--- src/rtl/perf_counter_pkg.sv ---
// Shared types and constants for the core performance-monitor block.
package perf_counter_pkg;

  typedef enum logic [1:0] {
    PC_IDLE,
    PC_RUN,
    PC_HALTED
  } pc_state_t;

  localparam int CYCLE_CNT_IDX = 0;
  localparam logic [31:0] DEFAULT_HALT_WORD = 32'h0000_0000;

endpackage

--- src/rtl/perf_counter_cell.sv ---
// One up/down event counter with a sticky overflow flag.
// Decrements stop at zero, and increments either saturate or wrap.
module perf_counter_cell #(
  parameter int CNT_W    = 32,
  parameter bit SATURATE = 1'b1
) (
  input  logic             clk,
  input  logic             reset,
  input  logic             en,
  input  logic             inc,
  input  logic             dec,
  input  logic             clr,
  output logic [CNT_W-1:0] q,
  output logic             ovf
);

  always_ff @(posedge clk or posedge reset) begin
    if (reset) begin
      q   <= '0;
      ovf <= 1'b0;
    end else if (clr) begin
      q   <= '0;
      ovf <= 1'b0;
    end else if (en) begin
      if (inc && !dec) begin
        if (&q) begin
          ovf <= 1'b1;
          q   <= SATURATE ? q : '0;
        end else begin
          q <= q + 1'b1;
        end
      end else if (dec && !inc && (q != '0)) begin
        q <= q - 1'b1;
      end
    end
  end

endmodule

--- src/rtl/perf_counter_unit.sv ---
// Performance monitor: cycle counter plus NUM_EVT event counters, halt-word detector,
// snapshot bank and registered read port.
module perf_counter_unit
  import perf_counter_pkg::*;
#(
  parameter int          NUM_EVT   = 4,
  parameter int          CNT_W     = 32,
  parameter bit          SATURATE  = 1'b1,
  parameter logic [31:0] HALT_WORD = DEFAULT_HALT_WORD,
  parameter int          HALT_RUN  = 5,
  localparam int         AW        = $clog2(NUM_EVT + 1)
) (
  input  logic               clk,
  input  logic               reset,
  input  logic               start_i,
  input  logic               stop_i,
  input  logic               clear_i,
  input  logic [NUM_EVT-1:0] evt_inc_i,
  input  logic [NUM_EVT-1:0] evt_dec_i,
  input  logic [31:0]        instr_i,
  input  logic               snap_i,
  input  logic [AW-1:0]      rd_addr_i,
  input  logic               rd_shadow_i,
  output logic [CNT_W-1:0]   rd_data_o,
  output logic [NUM_EVT:0]   ovf_o,
  output logic               running_o,
  output logic               done_o
);

  pc_state_t        state;
  logic [7:0]       runCnt;
  logic             countEn;
  logic             haltWordSeen;
  logic             haltHit;
  logic [CNT_W-1:0] liveCnt   [NUM_EVT+1];
  logic [CNT_W-1:0] shadowCnt [NUM_EVT+1];
  logic [NUM_EVT:0] ovfVec;
  logic [CNT_W-1:0] rdSel;

  assign countEn      = (state == PC_RUN);
  assign haltWordSeen = (instr_i == HALT_WORD);
  // Halt fires on the edge that samples the HALT_RUN-th consecutive match.
  assign haltHit      = countEn && haltWordSeen && (runCnt == 8'(HALT_RUN - 1));

  always_ff @(posedge clk or posedge reset) begin
    if (reset) begin
      state     <= PC_IDLE;
      runCnt    <= '0;
      running_o <= 1'b0;
      done_o    <= 1'b0;
    end else if (clear_i) begin
      state     <= PC_IDLE;
      runCnt    <= '0;
      running_o <= 1'b0;
      done_o    <= 1'b0;
    end else begin
      case (state)
        PC_IDLE: begin
          runCnt <= '0;
          if (start_i) begin
            state     <= PC_RUN;
            running_o <= 1'b1;
            done_o    <= 1'b0;
          end
        end
        PC_RUN: begin
          if (stop_i || haltHit) begin
            state     <= PC_HALTED;
            runCnt    <= '0;
            running_o <= 1'b0;
            done_o    <= 1'b1;
          end else if (haltWordSeen) begin
            runCnt <= (runCnt < 8'(HALT_RUN)) ? runCnt + 8'd1 : runCnt;
          end else begin
            runCnt <= '0;
          end
        end
        default: begin
          runCnt <= '0;
        end
      endcase
    end
  end

  for (genvar k = 0; k <= NUM_EVT; k++) begin : gCell
    logic cellInc;
    logic cellDec;
    if (k == CYCLE_CNT_IDX) begin : gCycle
      assign cellInc = 1'b1;
      assign cellDec = 1'b0;
    end else begin : gEvt
      assign cellInc = evt_inc_i[k-1];
      assign cellDec = evt_dec_i[k-1];
    end
    perf_counter_cell #(
      .CNT_W    (CNT_W),
      .SATURATE (SATURATE)
    ) uCell (
      .clk   (clk),
      .reset (reset),
      .en    (countEn),
      .inc   (cellInc),
      .dec   (cellDec),
      .clr   (clear_i),
      .q     (liveCnt[k]),
      .ovf   (ovfVec[k])
    );
  end

  assign ovf_o = ovfVec;

  // Shadow captures live values as they stand before this cycle's counter update.
  always_ff @(posedge clk or posedge reset) begin
    if (reset) begin
      for (int k = 0; k <= NUM_EVT; k++) shadowCnt[k] <= '0;
    end else if (clear_i) begin
      for (int k = 0; k <= NUM_EVT; k++) shadowCnt[k] <= '0;
    end else if (snap_i) begin
      for (int k = 0; k <= NUM_EVT; k++) shadowCnt[k] <= liveCnt[k];
    end
  end

  always_comb begin
    rdSel = '0;
    for (int k = 0; k <= NUM_EVT; k++) begin
      if (rd_addr_i == AW'(k)) rdSel = rd_shadow_i ? shadowCnt[k] : liveCnt[k];
    end
  end

  always_ff @(posedge clk or posedge reset) begin
    if (reset) rd_data_o <= '0;
    else       rd_data_o <= rdSel;
  end

endmodule

--- config.mk ---
export PLATFORM = sky130hd
export DESIGN_NAME = perf_counter_unit
export DESIGN_NICKNAME = d
export VERILOG_FILES = /design/src/rtl/perf_counter_pkg.sv /design/src/rtl/perf_counter_cell.sv /design/src/rtl/perf_counter_unit.sv
export SDC_FILE = /design/constraint.sdc
export NUM_CORES = 1
export LEC_CHECK = 0
export CORE_MARGIN = 5
export CORE_UTILIZATION = 45
export DETAILED_ROUTE_END_ITERATION = 8
export PLACE_DENSITY = 0.64
export SYNTH_ARGS = -nofsm -noshare
export SYNTH_HDL_FRONTEND = slang
export SYNTH_HIERARCHICAL = 1
export SYNTH_SLANG_ARGS = --single-unit
export TNS_END_PERCENT = 20
--- constraint.sdc ---
create_clock -name clk -period 7.6 [get_ports clk]
set_input_delay 2.28 -clock clk [delete_from_list [all_inputs] [get_ports clk]]
set_output_delay 2.28 -clock clk [all_outputs]
set_load 0.01 [all_outputs]
==> results.json <==
{
  "cts_tree": "yes",
  "grt_max_degree": 180,
  "ant_nets": 0,
  "crit_fanout": 22,
  "fin_skew_ps": 21.77,
  "tightest_slew_ps": 1162,
  "gr-usage-all-layers": 0.2219,
  "viasPerCell": 5.924,
  "fp.coreArea_um2": 57480,
  "critical_path.endpoint_type": "register",
  "syn_to_final_growth_pct": 10.83,
  "worstSetupPathType": "input port to register",
  "syn-cell-area_um2": 26040,
  "drive_gt1_frac": 0.04933,
  "grt_use_met3": 0.02783,
  "rsz0062_at_grt": "false",
  "antenna_found_initial": 0,
  "p_per_area_nw_per_um2": 238.8,
  "die_y_um": 250.5,
  "period_share": 0.7661,
  "required_ps": 8090,
  "cts_setup_buffers": 0,
  "fillers": 5395,
  "synth_top_area_share": 0.3527,
  "final_max_slew_viol_count": 0,
  "synth_cell_types": 85,
  "die-area_um2": 62770,
  "synth_area_leaders": "dfrtp_1 (35%), mux2i_1 (14%), ha_1 (9.0%), nor2_1 (5.7%), a21oi_1 (5.1%)",
  "grt_pass1_wl_mm": 116.4,
  "min_period_ps": 5822,
  "ctsHoldBuffers": 0,
  "hp-class": "register to register",
  "async_flop_share": 1.000,
  "drtPass1Iterations": 5,
  "wl_mm": 72.04,
  "dp_slack_ps": 1245,
  "cts_sinks": 367,
  "use_met1": 0.3339,
  "max_stage_delay_ps": 720,
  "fp.dieW_um": 250.5,
  "cp_slowest_cell": "nand2b_1",
  "dr.first_iter.drc_count": 1722,
  "final.setup.tns_ps": 0,
  "path_clk_slew_ps": 60,
  "drt-wirelength-per-cell_um": 19.66,
  "routabilityCongestion": 0.9548,
  "cts_buffers": 42,
  "initial_core_util": 0.4530,
  "synth.avg_cell_area_um2": 9.133,
  "fmax_ghz": 0.1718,
  "syn_inst": 2851,
  "n_antenna_cell": 0,
  "finalHoldViolCount": 0,
  "busiest_layer": "met2",
  "vias": 21710,
  "grt_overflow": 0,
  "most-common-layout-cells": "nor2_1 (392), mux2i_1 (367), dfrtp_1 (367)",
  "cts.htree.levels": 2,
  "arrival_ps": 6310,
  "cpMostUsedCell": "a21o_1",
  "startpoint_type": "input port",
  "synthFlopType": "dfrtp_1",
  "ys_seq_area_frac": 0.3527,
  "status": "finished, final reports clean",
  "grt_pass1_vias": 20870,
  "cts-root-buf": "clkbuf_16",
  "pin_count": 89,
  "num_rows": 88,
  "relSlewSlack": 0.2254,
  "clk_latency_ps": 580,
  "drc_errors": 0,
  "fin_nets": 3109,
  "r2r_slack_ps": 4210,
  "worstPathCellList": "clkdlybuf4s50_1 -> nand2b_1 -> buf_4 -> ha_1 -> a21o_1 -> a211o_1 -> or4_1 -> a311oi_1 -> o21ai_0 -> a21o_1 -> a21oi_2",
  "ys_warn_count": 6,
  "synth-edff-count": 0,
  "dp_hpwl_mm": 51.55,
  "final_common_cell": "nor2_1",
  "cts-resized-gates": 0,
  "gr-usage-met2": 0.3383,
  "leakagePower_nw": 13.97,
  "worst_ir_drop_vdd_uv": 216.6,
  "yosys.area.top_type": "dfrtp_1",
  "maxCapViolations": 0,
  "cts_max_path_buffers": 3,
  "setup_viol": 0,
  "layout_setup_ws_ps": 1778,
  "port_buffers": 88,
  "ys_seq_elements": 367
}
-- area by class of cell --
class                   instances  area (µm²)  area share
clock buffers                  57        1197     0.04149
clock inverters                19       167.7    0.005810
inverters                      61       235.2    0.008151
multi-input cells            2283       16020      0.5551
flip-flops and latches        367        9184      0.3182
well taps                     765       957.2     0.03317
repair buffers                112        1099     0.03807
-- synth_stat cells (4+ instances only) --
master and count:
a211oi_1 15, a21boi_0 4, a21o_1 68, a21oi_1 263, a21oi_2 6, a22o_1 14
a311oi_1 9, a31oi_1 34, a41oi_1 4, and2_1 15, and3_1 17, buf_1 11
buf_2 41, buf_4 4, buf_6 5, clkbuf_1 79, dfrtp_1 367, fa_1 5
ha_1 187, inv_1 60, mux2i_1 367, nand2_1 129, nand2b_1 12, nand3_1 55
nand4_1 74, nor2_1 392, nor2b_1 40, nor3_1 52, nor3b_1 10, nor4_1 58
o2111ai_1 6, o211a_1 4, o211ai_1 4, o21a_1 19, o21ai_0 87, o21ai_1 4
o21bai_1 11, o221ai_1 4, o22ai_1 69, o31a_1 10, o31ai_1 8, or3_1 16
xnor2_1 78, xor2_1 55
-- worst paths after layout --
check	start	to	cells past startpoint
max	evt_dec_i[2]	gCell[3].uCell/q[31]	11
min	runCnt[4]	runCnt[4]	1
max reg2reg	gCell[2].uCell/q[15]	gCell[2].uCell/q[31]	8
min reg2reg	runCnt[4]	runCnt[4]	1
max in group asynchronous	reset	runCnt[2]	3
min in group asynchronous	reset	gCell[0].uCell/q[31]	2
-- routing by layer --
metal  wire length [µm]  vias to the layer above
met3               3668                       84
met4               1840                        0
met1              34950                    10550
li1                   -                    10500
met2              31590                      579
met5                  0                        -
-- state kept, by name (all words and copies together) (netlist names) --
| name | count |
|---|---|
| shadowCnt | 160 |
| runCnt | 8 |
| rd_data_o | 32 |
| gCell.uCell/q | 160 |
| done_o | 1 |
| state | 1 |
| gCell.uCell/ovf | 5 |
-- worst max-delay path: cells and delay by family --
family	cells	cell delay, ps
compound gates	6	1540
buf+inv	2	870
fa+ha+maj	1	360
simple gates	2	1250
-- stage by stage --
step / util / hold WS [ps] / area [µm²] / cells / power [mW]
CTS: 0.5021 / 490.7 / 28860 / 3664 / 6.894
floorplan: - / 454.5 / 26050 / 2853 / 4.238
global placement: 0.4783 / 469.2 / 27490 / 3588 / 4.807
global route: 0.5021 / 515.0 / 28860 / 3664 / 7.313
finish: 0.5021 / 488.0 / 28860 / 3664 / 6.892
detailed placement: 0.4783 / 472.3 / 27490 / 3588 / 4.846
-- cells by family (layout without fill, tap and decap cells) --
| kind of cell | count (synthesis) | in the layout | synth area share |
|---|---|---|---|
| muxes | 370 | 370 | 0.1424 |
| other | 2 | 4 | 0.0002884 |
| xor gates and xnor gates | 133 | 133 | 0.04474 |
| buffers and inverters | 203 | 249 | 0.03345 |
| AOI/OAI and AO/OA | 689 | 689 | 0.1694 |
| and+or+nand+nor | 895 | 895 | 0.1633 |
| adders and majority gates | 192 | 192 | 0.09370 |
| DFF | 367 | 367 | 0.3527 |
-- report_power, final --
part / switching, mW / internal (mW) / leakage (nW) / total, mW
clock network: 0.849 / 1.18 / 0.689 / 2.02
logic: 1.41 / 1.06 / 8.22 / 2.47
registers: 0.284 / 2.11 / 5.06 / 2.40
total: 2.54 / 4.35 / 14.0 / 6.89
Power figures use the tool's default switching activity.
